### config.mk
export PLATFORM = sky130hd
export DESIGN_NAME = fb_pixel_writer
export DESIGN_NICKNAME = d
export VERILOG_FILES = /design/src/rtl/fb_pkg.sv /design/src/rtl/fb_pixel_writer.sv
export SDC_FILE = /design/constraint.sdc
export NUM_CORES = 1
export LEC_CHECK = 0
export ABC_AREA = 1
export CORE_MARGIN = 1.5
export CORE_UTILIZATION = 57
export CTS_CLUSTER_DIAMETER = 60
export DETAILED_ROUTE_END_ITERATION = 10
export PLACE_DENSITY = 0.84
export SYNTH_ARGS = -nofsm -noshare
export SYNTH_HDL_FRONTEND = slang
export SYNTH_SLANG_ARGS = --single-unit
### constraint.sdc
create_clock -name iCLK -period 4.8 [get_ports iCLK]
set_input_delay 0.48 -clock iCLK [delete_from_list [all_inputs] [get_ports iCLK]]
set_output_delay 0.48 -clock iCLK [all_outputs]
set_load 0.1 [all_outputs]
### src/rtl/fb_pkg.sv
// Framebuffer geometry and write-path types, shared by the pixel writer and
// the scan-out controller so both agree on word addressing and lane order.
package fb_pkg;

  localparam int FB_WIDTH        = 640;
  localparam int FB_HEIGHT       = 480;
  localparam int PIX_PER_WORD    = 4;
  localparam int WORDS_PER_FRAME = (FB_WIDTH * FB_HEIGHT) / PIX_PER_WORD;
  localparam int FB_ADDR_W       = 19;

  // Byte lane inside a 32-bit framebuffer word; pixel k lives in byte k.
  typedef logic [1:0] lane_t;

  // Write slot: idle, or holding a word until the memory acks it.
  typedef enum logic [0:0] {
    W_IDLE = 1'b0,
    W_REQ  = 1'b1
  } wstate_t;

  // One-hot byte-enable bit for a lane.
  function automatic logic [3:0] lane_bit(input lane_t l);
    return 4'b0001 << l;
  endfunction

endpackage

### src/rtl/fb_pixel_writer.sv
// Packs a stream of 8-bit palette indices four per 32-bit word and writes the
// words into the framebuffer, using the same word addressing and lane order
// as the scan-out side. Partial words are written on SOF or an explicit flush.
//
// Pixel handshake: a pixel transfers on a rising iCLK edge where
// iPIX_VALID && oPIX_READY; the producer holds iPIX_DATA/iPIX_SOF stable while
// iPIX_VALID is high and not yet accepted. Memory handshake: oWR_EN with
// oWR_ADDR/oWR_DATA/oWR_BE stay asserted and unchanged until an edge where
// oWR_EN && iWR_ACK; the write completes on that edge.
module fb_pixel_writer
  import fb_pkg::*;
#(
  parameter int WORDS_PER_FRAME = fb_pkg::WORDS_PER_FRAME,
  parameter int ADDR_W          = fb_pkg::FB_ADDR_W
) (
  input  logic              iCLK,
  input  logic              iRST_n,
  input  logic              iPIX_VALID,
  input  logic [7:0]        iPIX_DATA,
  input  logic              iPIX_SOF,
  output logic              oPIX_READY,
  input  logic              iFLUSH,
  output logic              oWR_EN,
  output logic [ADDR_W-1:0] oWR_ADDR,
  output logic [31:0]       oWR_DATA,
  output logic [3:0]        oWR_BE,
  input  logic              iWR_ACK,
  output logic              oFRAME_DONE,
  output logic              oDBG_WSTATE
);

  localparam logic [ADDR_W-1:0] LAST_ADDR = ADDR_W'(WORDS_PER_FRAME - 1);

  // Word address after a, wrapping at the end of the frame.
  function automatic logic [ADDR_W-1:0] next_addr(input logic [ADDR_W-1:0] a);
    return (a == LAST_ADDR) ? '0 : a + 1'b1;
  endfunction

  // Packer state
  lane_t             lane_q, lane_d;
  logic [31:0]       pack_q, pack_d;
  logic [3:0]        mask_q, mask_d;
  logic [ADDR_W-1:0] addr_q, addr_d;
  logic              flush_pend_q, flush_pend_d;

  // Write slot state
  wstate_t           wstate_q, wstate_d;
  logic [ADDR_W-1:0] wr_addr_q, wr_addr_d;
  logic [31:0]       wr_data_q, wr_data_d;
  logic [3:0]        wr_be_q, wr_be_d;
  logic              frame_done_q, frame_done_d;

  logic              slot_busy;
  logic              pix_ready;
  logic              pix_acc;
  logic              acked;
  logic              load;
  logic              flush_want;
  logic [31:0]       pix_word;

  // Handshake qualifiers: stall only when an accepted pixel would need the
  // slot (word completion or SOF split) while it still holds a word.
  always_comb begin
    slot_busy = (wstate_q == W_REQ);
    pix_ready = !flush_pend_q
              && !(lane_q == 2'd3 && slot_busy)
              && !(iPIX_SOF && lane_q != 2'd0 && slot_busy);
    pix_acc   = iPIX_VALID && pix_ready;
    acked     = slot_busy && iWR_ACK;
    pix_word  = 32'(iPIX_DATA) << {lane_q, 3'b000};
  end

  // Next-state: pack the accepted pixel first, then service any flush with
  // the post-pixel packer contents, then drive the slot.
  always_comb begin
    lane_d       = lane_q;
    pack_d       = pack_q;
    mask_d       = mask_q;
    addr_d       = addr_q;
    flush_pend_d = flush_pend_q;
    wstate_d     = wstate_q;
    wr_addr_d    = wr_addr_q;
    wr_data_d    = wr_data_q;
    wr_be_d      = wr_be_q;
    load         = 1'b0;
    flush_want   = flush_pend_q || (iFLUSH && lane_q != 2'd0);
    frame_done_d = acked && (wr_addr_q == LAST_ADDR) && (wr_be_q == 4'hF);

    if (acked) begin
      wstate_d = W_IDLE;
    end

    if (pix_acc) begin
      if (iPIX_SOF) begin
        // Close out any partial word at its own address, then restart at 0.
        if (lane_q != 2'd0) begin
          wr_addr_d = addr_q;
          wr_data_d = pack_q;
          wr_be_d   = mask_q;
          load      = 1'b1;
        end
        pack_d = {24'h0, iPIX_DATA};
        mask_d = 4'b0001;
        lane_d = 2'd1;
        addr_d = '0;
      end else if (lane_q == 2'd3) begin
        wr_addr_d = addr_q;
        wr_data_d = pack_q | pix_word;
        wr_be_d   = 4'hF;
        load      = 1'b1;
        pack_d    = '0;
        mask_d    = '0;
        lane_d    = 2'd0;
        addr_d    = next_addr(addr_q);
      end else begin
        pack_d = pack_q | pix_word;
        mask_d = mask_q | lane_bit(lane_q);
        lane_d = lane_q + 2'd1;
      end
    end

    if (flush_want) begin
      if (lane_d == 2'd0) begin
        // Nothing left to flush (or the pixel just completed the word).
        flush_pend_d = 1'b0;
      end else if (!slot_busy && !load) begin
        wr_addr_d    = addr_d;
        wr_data_d    = pack_d;
        wr_be_d      = mask_d;
        load         = 1'b1;
        pack_d       = '0;
        mask_d       = '0;
        lane_d       = 2'd0;
        addr_d       = next_addr(addr_d);
        flush_pend_d = 1'b0;
      end else begin
        flush_pend_d = 1'b1;
      end
    end

    if (load) begin
      wstate_d = W_REQ;
    end
  end

  // State registers; reset abandons any word held in the slot.
  always_ff @(posedge iCLK or negedge iRST_n) begin
    if (!iRST_n) begin
      lane_q       <= 2'd0;
      pack_q       <= '0;
      mask_q       <= '0;
      addr_q       <= '0;
      flush_pend_q <= 1'b0;
      wstate_q     <= W_IDLE;
      wr_addr_q    <= '0;
      wr_data_q    <= '0;
      wr_be_q      <= '0;
      frame_done_q <= 1'b0;
    end else begin
      lane_q       <= lane_d;
      pack_q       <= pack_d;
      mask_q       <= mask_d;
      addr_q       <= addr_d;
      flush_pend_q <= flush_pend_d;
      wstate_q     <= wstate_d;
      wr_addr_q    <= wr_addr_d;
      wr_data_q    <= wr_data_d;
      wr_be_q      <= wr_be_d;
      frame_done_q <= frame_done_d;
    end
  end

  assign oPIX_READY  = pix_ready;
  assign oWR_EN      = (wstate_q == W_REQ);
  assign oWR_ADDR    = wr_addr_q;
  assign oWR_DATA    = wr_data_q;
  assign oWR_BE      = wr_be_q;
  assign oFRAME_DONE = frame_done_q;
  assign oDBG_WSTATE = wstate_q;

endmodule

; ---- After elaboration in Yosys (flattened, before gate mapping)
; Index checks and enable logic that the tools add are counted.
[totals]
output_inout_bits = 59
word_cells = 100
inputBits = 14
reg_bits = 115
[op_classes]
n_eq_ne = 5
reduce_logical = 20
n_mux = 58
bitwise = 2
shift = 2
addsub = 3
[op_table]
columns = cell, n
row1 = $mux W32, 13
row2 = $mux W19, 15
row3 = $eq A19 B17 Y1 const B, 3
row4 = $mux W4, 13
row5 = $add A19 B1 Y19 const B, 2
row6 = $or A32 B32 Y32, 1
row7 = $shl A8 B5 Y32, 1
row8 = $mux W2, 6
row9 = $logic_and A1 B1 Y1, 11
row10 = $mux W1, 11
row11 = $logic_not A1 Y1, 5
row12 = $eq A4 B4 Y1 const B, 1
row13 = $or A4 B4 Y4, 1
row14 = $reduce_bool A2 Y1, 2
row15 = $shl A1 B2 Y4 const A, 1
row16 = $add A2 B1 Y2 const B, 1
row17 = $eq A2 B2 Y1 const B, 1
row18 = $logic_not A2 Y1, 1
row19 = $logic_or A1 B1 Y1, 1

; ---- Logic depth before layout (Yosys ltp)
[logic_depth]
word_depth = 13
mapped_depth = 24
mapped_depth_nobuf = 21

; ---- Least setup slack after synthesis
; No wires, ideal clock.
[synth_timing]
path_type = register to register
start = register lane_q[0]
end = register addr_q[13]
required_time_ps = 4678
setup_time_ps = 122
arrival_ps = 3390
synth_period_minus_slack_ps = 3512
stages_incl_launch_ff = 24
path_buffers = 4
path_slack_ps = 1288
cell_sequence = dfrtp_1 -> clkbuf_1 -> clkinv_1 -> clkbuf_1 -> clkbuf_1 -> ha_1 -> inv_1 -> nand3_1 -> nand3_2 -> buf_4 -> nor2_1 -> o21ai_0 -> nand2_1 -> inv_1 -> ha_1 -> inv_1 -> nor2_1 -> nand2_1 -> nor2_2 -> nand2_1 -> nor2_2 -> nand3_2 -> nor2_4 -> nor2_1
[synth_via]
elab_chain_len = 12
word_cells_on_any_way = 32
classes_between = 2 x add/sub / 2 x eq/ne / 14 x mux / 14 x reduce/logical
[synth_lines]
columns = item, line_no
row1 = start: declaration, fb_pixel_writer.sv:40  ; lane_t lane_q, lane_d;
row2 = start signal: assignment, fb_pixel_writer.sv:160  ; lane_q <= lane_d;
row3 = $eq A2 B2 Y1 or $reduce_bool A2 Y1 (tied branches), n/a
row4 = "$logic_and A1 B1 Y1, on equally long branches", "fb_pixel_writer.sv:66, fb_pixel_writer.sv:67"
row5 = $logic_not A1 Y1 or $logic_and A1 B1 Y1 (tied branches), "fb_pixel_writer.sv:66, fb_pixel_writer.sv:67"
row6 = $logic_and A1 B1 Y1 or $logic_not A1 Y1 (tied branches), "fb_pixel_writer.sv:66, fb_pixel_writer.sv:67"
row7 = $logic_and A1 B1 Y1, fb_pixel_writer.sv:67  ; && !(iPIX_SOF && lane_q != 2'd0 && slot_busy);
row8 = $logic_and A1 B1 Y1, fb_pixel_writer.sv:68  ; pix_acc = iPIX_VALID && pix_ready;
row9 = $mux W19 or $mux W1 (tied branches), fb_pixel_writer.sv:93  ; if (pix_acc) begin
row10 = "$add A19 B1 Y19, or another cell as far along", fb_pixel_writer.sv:36  ; return (a == LAST_ADDR) ? '0 : a + 1'b1;
row11 = $mux W19 or $logic_and A1 B1 Y1 (tied branches), "fb_pixel_writer.sv:36, fb_pixel_writer.sv:126"
row12 = $mux W19, fb_pixel_writer.sv:126  ; end else if (!slot_busy && !load) begin
row13 = $mux W19, fb_pixel_writer.sv:123  ; if (lane_d == 2'd0) begin
row14 = $mux W19 *, fb_pixel_writer.sv:122  ; if (flush_want) begin
row15 = net addr_d[13], fb_pixel_writer.sv:43  ; logic [ADDR_W-1:0] addr_q, addr_d;
row16 = end signal: assignment, fb_pixel_writer.sv:163  ; addr_q <= addr_d;
row17 = end: declaration, fb_pixel_writer.sv:43
; Mark *: on every way through the listed nets, which the timed path passes. The rest lies on a longest branch.
; A chain may end at the register's enable or synchronous reset.

; ---- Final worst setup path
[layout_timing]
start = register lane_q[0]
end = register addr_q[0]
; The elaborated chain is that of the path after synthesis.

==> results.sh <==
export IMPL_status="finished with violations"
export IMPL_violations="DRC"
export IMPL_ir_drop_v=0.000546
export IMPL_max_freq_mhz=247
export IMPL_path_clk_slew_ns=0.05
export IMPL_ctsLongestPathBuffers=2
export IMPL_synth_top_family_by_area="simple AND/OR/NAND/NOR gates"
export IMPL_required_ns=5.09
export IMPL_setup_slack_ns=0.753
export IMPL_worst_setup_path_start_kind="flop"
export IMPL_power_leakage_uw=0.00362
export IMPL_synth_compound_area_share_pct=17.9
export IMPL_cp_cell_sequence="clkinv_1 -> ha_1 -> inv_1 -> nand3_1 -> nand3_2 -> nor2_1 -> inv_1 -> nand2_1 -> nand2_1 -> ha_1 -> inv_1 -> nor2_1 -> nand2_1 -> nor2_2 -> nand2_1 -> nor2_2 -> nand3_2 -> nor2_4 -> a21oi_1"
export IMPL_grt_pass1_vias=6622
export IMPL_syn_area_um2=6840
export IMPL_postLayoutCellArea_um2=8220
export IMPL_cts_setup_buffers=0
export IMPL_cp_top_family="simple AND/OR/NAND/NOR gates"
export IMPL_cp_max_fo=20
export IMPL_drive_above_1_share_pct=8.04
export IMPL_relSlewSlack_pct=30.5
export IMPL_multi_input_comb_area_um2=3400
export IMPL_wirelength_mm=20.2
export IMPL_first_pass_iters=10
export IMPL_dpl_instance_area_um2=7620
export IMPL_synth_seq_area_share_pct=42.1
export IMPL_placedCellCount=1119
export IMPL_fin_nets=1013
export IMPL_ant_nets=0
export IMPL_synth_simple_gate_area_share_pct=29.7
export IMPL_die_x_um=113
export IMPL_numClockSinks=115
export IMPL_cap_violations=0
export IMPL_cts_root_buf="clkbuf_16"
export IMPL_antenna_found_initial=0
export IMPL_numCtsBuffers=17
export IMPL_n_antenna_cell=0
export IMPL_clock_skew_ns=0.00811
export IMPL_wl_per_cell_um=17.6
export IMPL_synth_main_ff_cell="dfrtp_1"
export IMPL_cp_arrival_ns=4.34
export IMPL_hold_path_class="input pin to asynchronous set/reset pin"
export IMPL_core_um2=11600
export IMPL_ctsHtreeMaxLevel=4
export IMPL_synthCells=940
export IMPL_ff2ff_path_depth=19
export IMPL_syn2layout_area_growth_pct=20.2
export IMPL_dp_hpwl_mm=13.5
export IMPL_powerDensity_nw_per_um2=786
export IMPL_ff_latch_area_um2=2880
export IMPL_wl_met2_mm=9.08
export IMPL_synthArstFlopShare_pct=100
export IMPL_ys_warn_count=0
export IMPL_critical_path_cell_count=19
export IMPL_slowest_delay_ns=0.75
export IMPL_drv_slew=0
export IMPL_drt_met1_wl_mm=8.72
export IMPL_die_y_um=113
export IMPL_synthXorXnorAreaFrac_pct=1.28
export IMPL_final_cell_mix="nand2_1, nor2_1, dfrtp_1"
export IMPL_ys_ff_latch=115
export IMPL_grt_use_total_pct=33.0
export IMPL_tns_ns=0
export IMPL_insertion_delay_ns=0.42
export IMPL_yosys_area_share_adder_pct=0.732
export IMPL_std_cell_rows=39
export IMPL_critical_path_startpoint="lane_q[0]"
export IMPL_place_gp_congestion=1.00
export IMPL_postCtsHoldBufs=0
export IMPL_rr_startpoint="lane_q[0]"
export IMPL_io_buffers=72
export IMPL_fin_cells=1150
export IMPL_worst_path_buf_inv=4
export IMPL_fillers=948
export IMPL_path_class="flop to flop"
export IMPL_start_util_pct=59.2
export IMPL_viasPerCell=6.07
export IMPL_gr_total_overflow=0
export IMPL_synth_distinct_cells=39
export IMPL_num_vias=6979
export IMPL_hold_violations=0
export IMPL_finalCriticalPeriod_ns=4.05
export IMPL_post_cts_resized=0
export IMPL_cpMostUsedCell="nand2_1"
export IMPL_topRoutingLayerUsed="met4"
export IMPL_remaining_drc_errors=8
export IMPL_layout_commonest_cell="nand2_1"
export IMPL_dieArea_um2=12700
export IMPL_ioPinCount=73
export IMPL_postSynthAreaPerCell_um2=7.28
export IMPL_grt_pass1_wl_mm=33.0
export IMPL_setup_viol=0
export IMPL_post_place_ws_ns=0.909
export IMPL_crit_slowest_cell="dfrtp_1"
export IMPL_wl_met3_mm=2.06
export IMPL_worstSetupEndpointType="flop"
export IMPL_reg2reg_slack_ns=0.75
export IMPL_drt_initial_drc_count=908
export IMPL_rsz0062_at_grt="false"
export IMPL_grt_max_degree=93
export IMPL_syn_num_nets=958
export IMPL_cts_tree="built"
export IMPL_fin_crit_sh_pct=84.3
export IMPL_synthMuxAreaShare_pct=0
export IMPL_tightestPinTransition_ns=1.04
export IMPL_total_power_uw=6470
export IMPL_synth_edf_count=0
## per-layer routing
layer | vias to the layer above | global-route usage [%]
li1 | 3267 | -
met1 | 3266 | 46.4
met2 | 409 | 50.6
met3 | 37 | 7.40
met4 | 0 | 12.1
met5 | - | 0
## worst register-to-register path: stages (launching register included)
cell	delay, ns
dfrtp_1	0.75
clkinv_1	0.20
ha_1	0.29
inv_1	0.09
nand3_1	0.12
nand3_2	0.34
nor2_1	0.31
inv_1	0.14
nand2_1	0.07
nand2_1	0.18
ha_1	0.20
inv_1	0.05
nor2_1	0.18
nand2_1	0.10
nor2_2	0.18
nand2_1	0.09
nor2_2	0.14
nand3_2	0.13
nor2_4	0.27
a21oi_1	0.08
## logic make-up after synthesis
group,Yosys count
and+or+nand+nor,464
AOI/OAI and AO/OA,205
buffers and inverters,142
DFF,115
xor gates and xnor gates,10
adders and majority gates,4
## stage by stage
stage,hold WS [ns],util [%]
floorplan,0.184,-
global placement,0.451,65.9
detailed placement,0.452,65.9
CTS,0.0128,71.1
global route,0.0317,71.1
finish,0.00505,71.1
## power by group
group | internal [µW] | switching (µW) | total (µW)
clock network | 851 | 443 | 1290
logic | 872 | 2740 | 3610
registers | 1300 | 256 | 1560
total | 3030 | 3440 | 6470
## path summary, 6_finish.rpt
| kind | to |
|---|---|
| min in group iCLK | oWR_DATA[1] |
| worst max-delay path | addr_q[0] |
| worst max register to register | addr_q[0] |
| max in group asynchronous | oWR_DATA[11] |
| worst min-delay path | oWR_ADDR[16] |
| worst min register to register | oWR_DATA[1] |
## layout make-up
cell class              count  share of cell area (%)
multi-input cells         683                    41.3
flip-flops and latches    115                    35.0
repair buffers             85                    9.92
clock buffers              22                    5.77
inverters                  93                    4.24
well taps                 143                    2.18
clock inverters             9                    1.57
## synthesized netlist by cell type, types with 2 or more instances
library cell  count  area (µm²)
inv_1            85         319
o21bai_1          7        52.6
nand4_1          17         106
a21oi_1          62         310
or2_2            14        87.6
a22oi_1           2        15.0
o21ai_1          29         145
buf_4             4        30.0
clkinv_1          3        11.3
nor3_1           29         145
nor2_4            3        33.8
o221ai_1          3        26.3
nor2_2            7        43.8
xor2_1           10        87.6
a221oi_1          8        70.1
nand3_2           3        30.0
buf_6             2        22.5
ha_1              4        50.1
nor2_1          130         488
buf_1             8        30.0
o211ai_1         32         240
nand3_1          46         230
a41oi_1           8        70.1
nand2_1         199         747
clkbuf_1         28         105
nand2_2           2        12.5
nor4_1            9        56.3
o21ai_0          46         230
dfrtp_1         115        2880
buf_2             7        35.0
o31ai_1           4        30.0
o21a_1            2        15.0
inv_2             5        18.8
nand3b_1          2        15.0
## sequential cells by signal, summed over array words and instances, names as in the netlist
signal        count
mask_q            4
flush_pend_q      1
oFRAME_DONE       1
oWR_BE            4
pack_q           32
addr_q           19
oDBG_WSTATE       1
lane_q            2
oWR_ADDR         19
oWR_DATA         32
No activity file was read; power rests on OpenSTA's default activity.
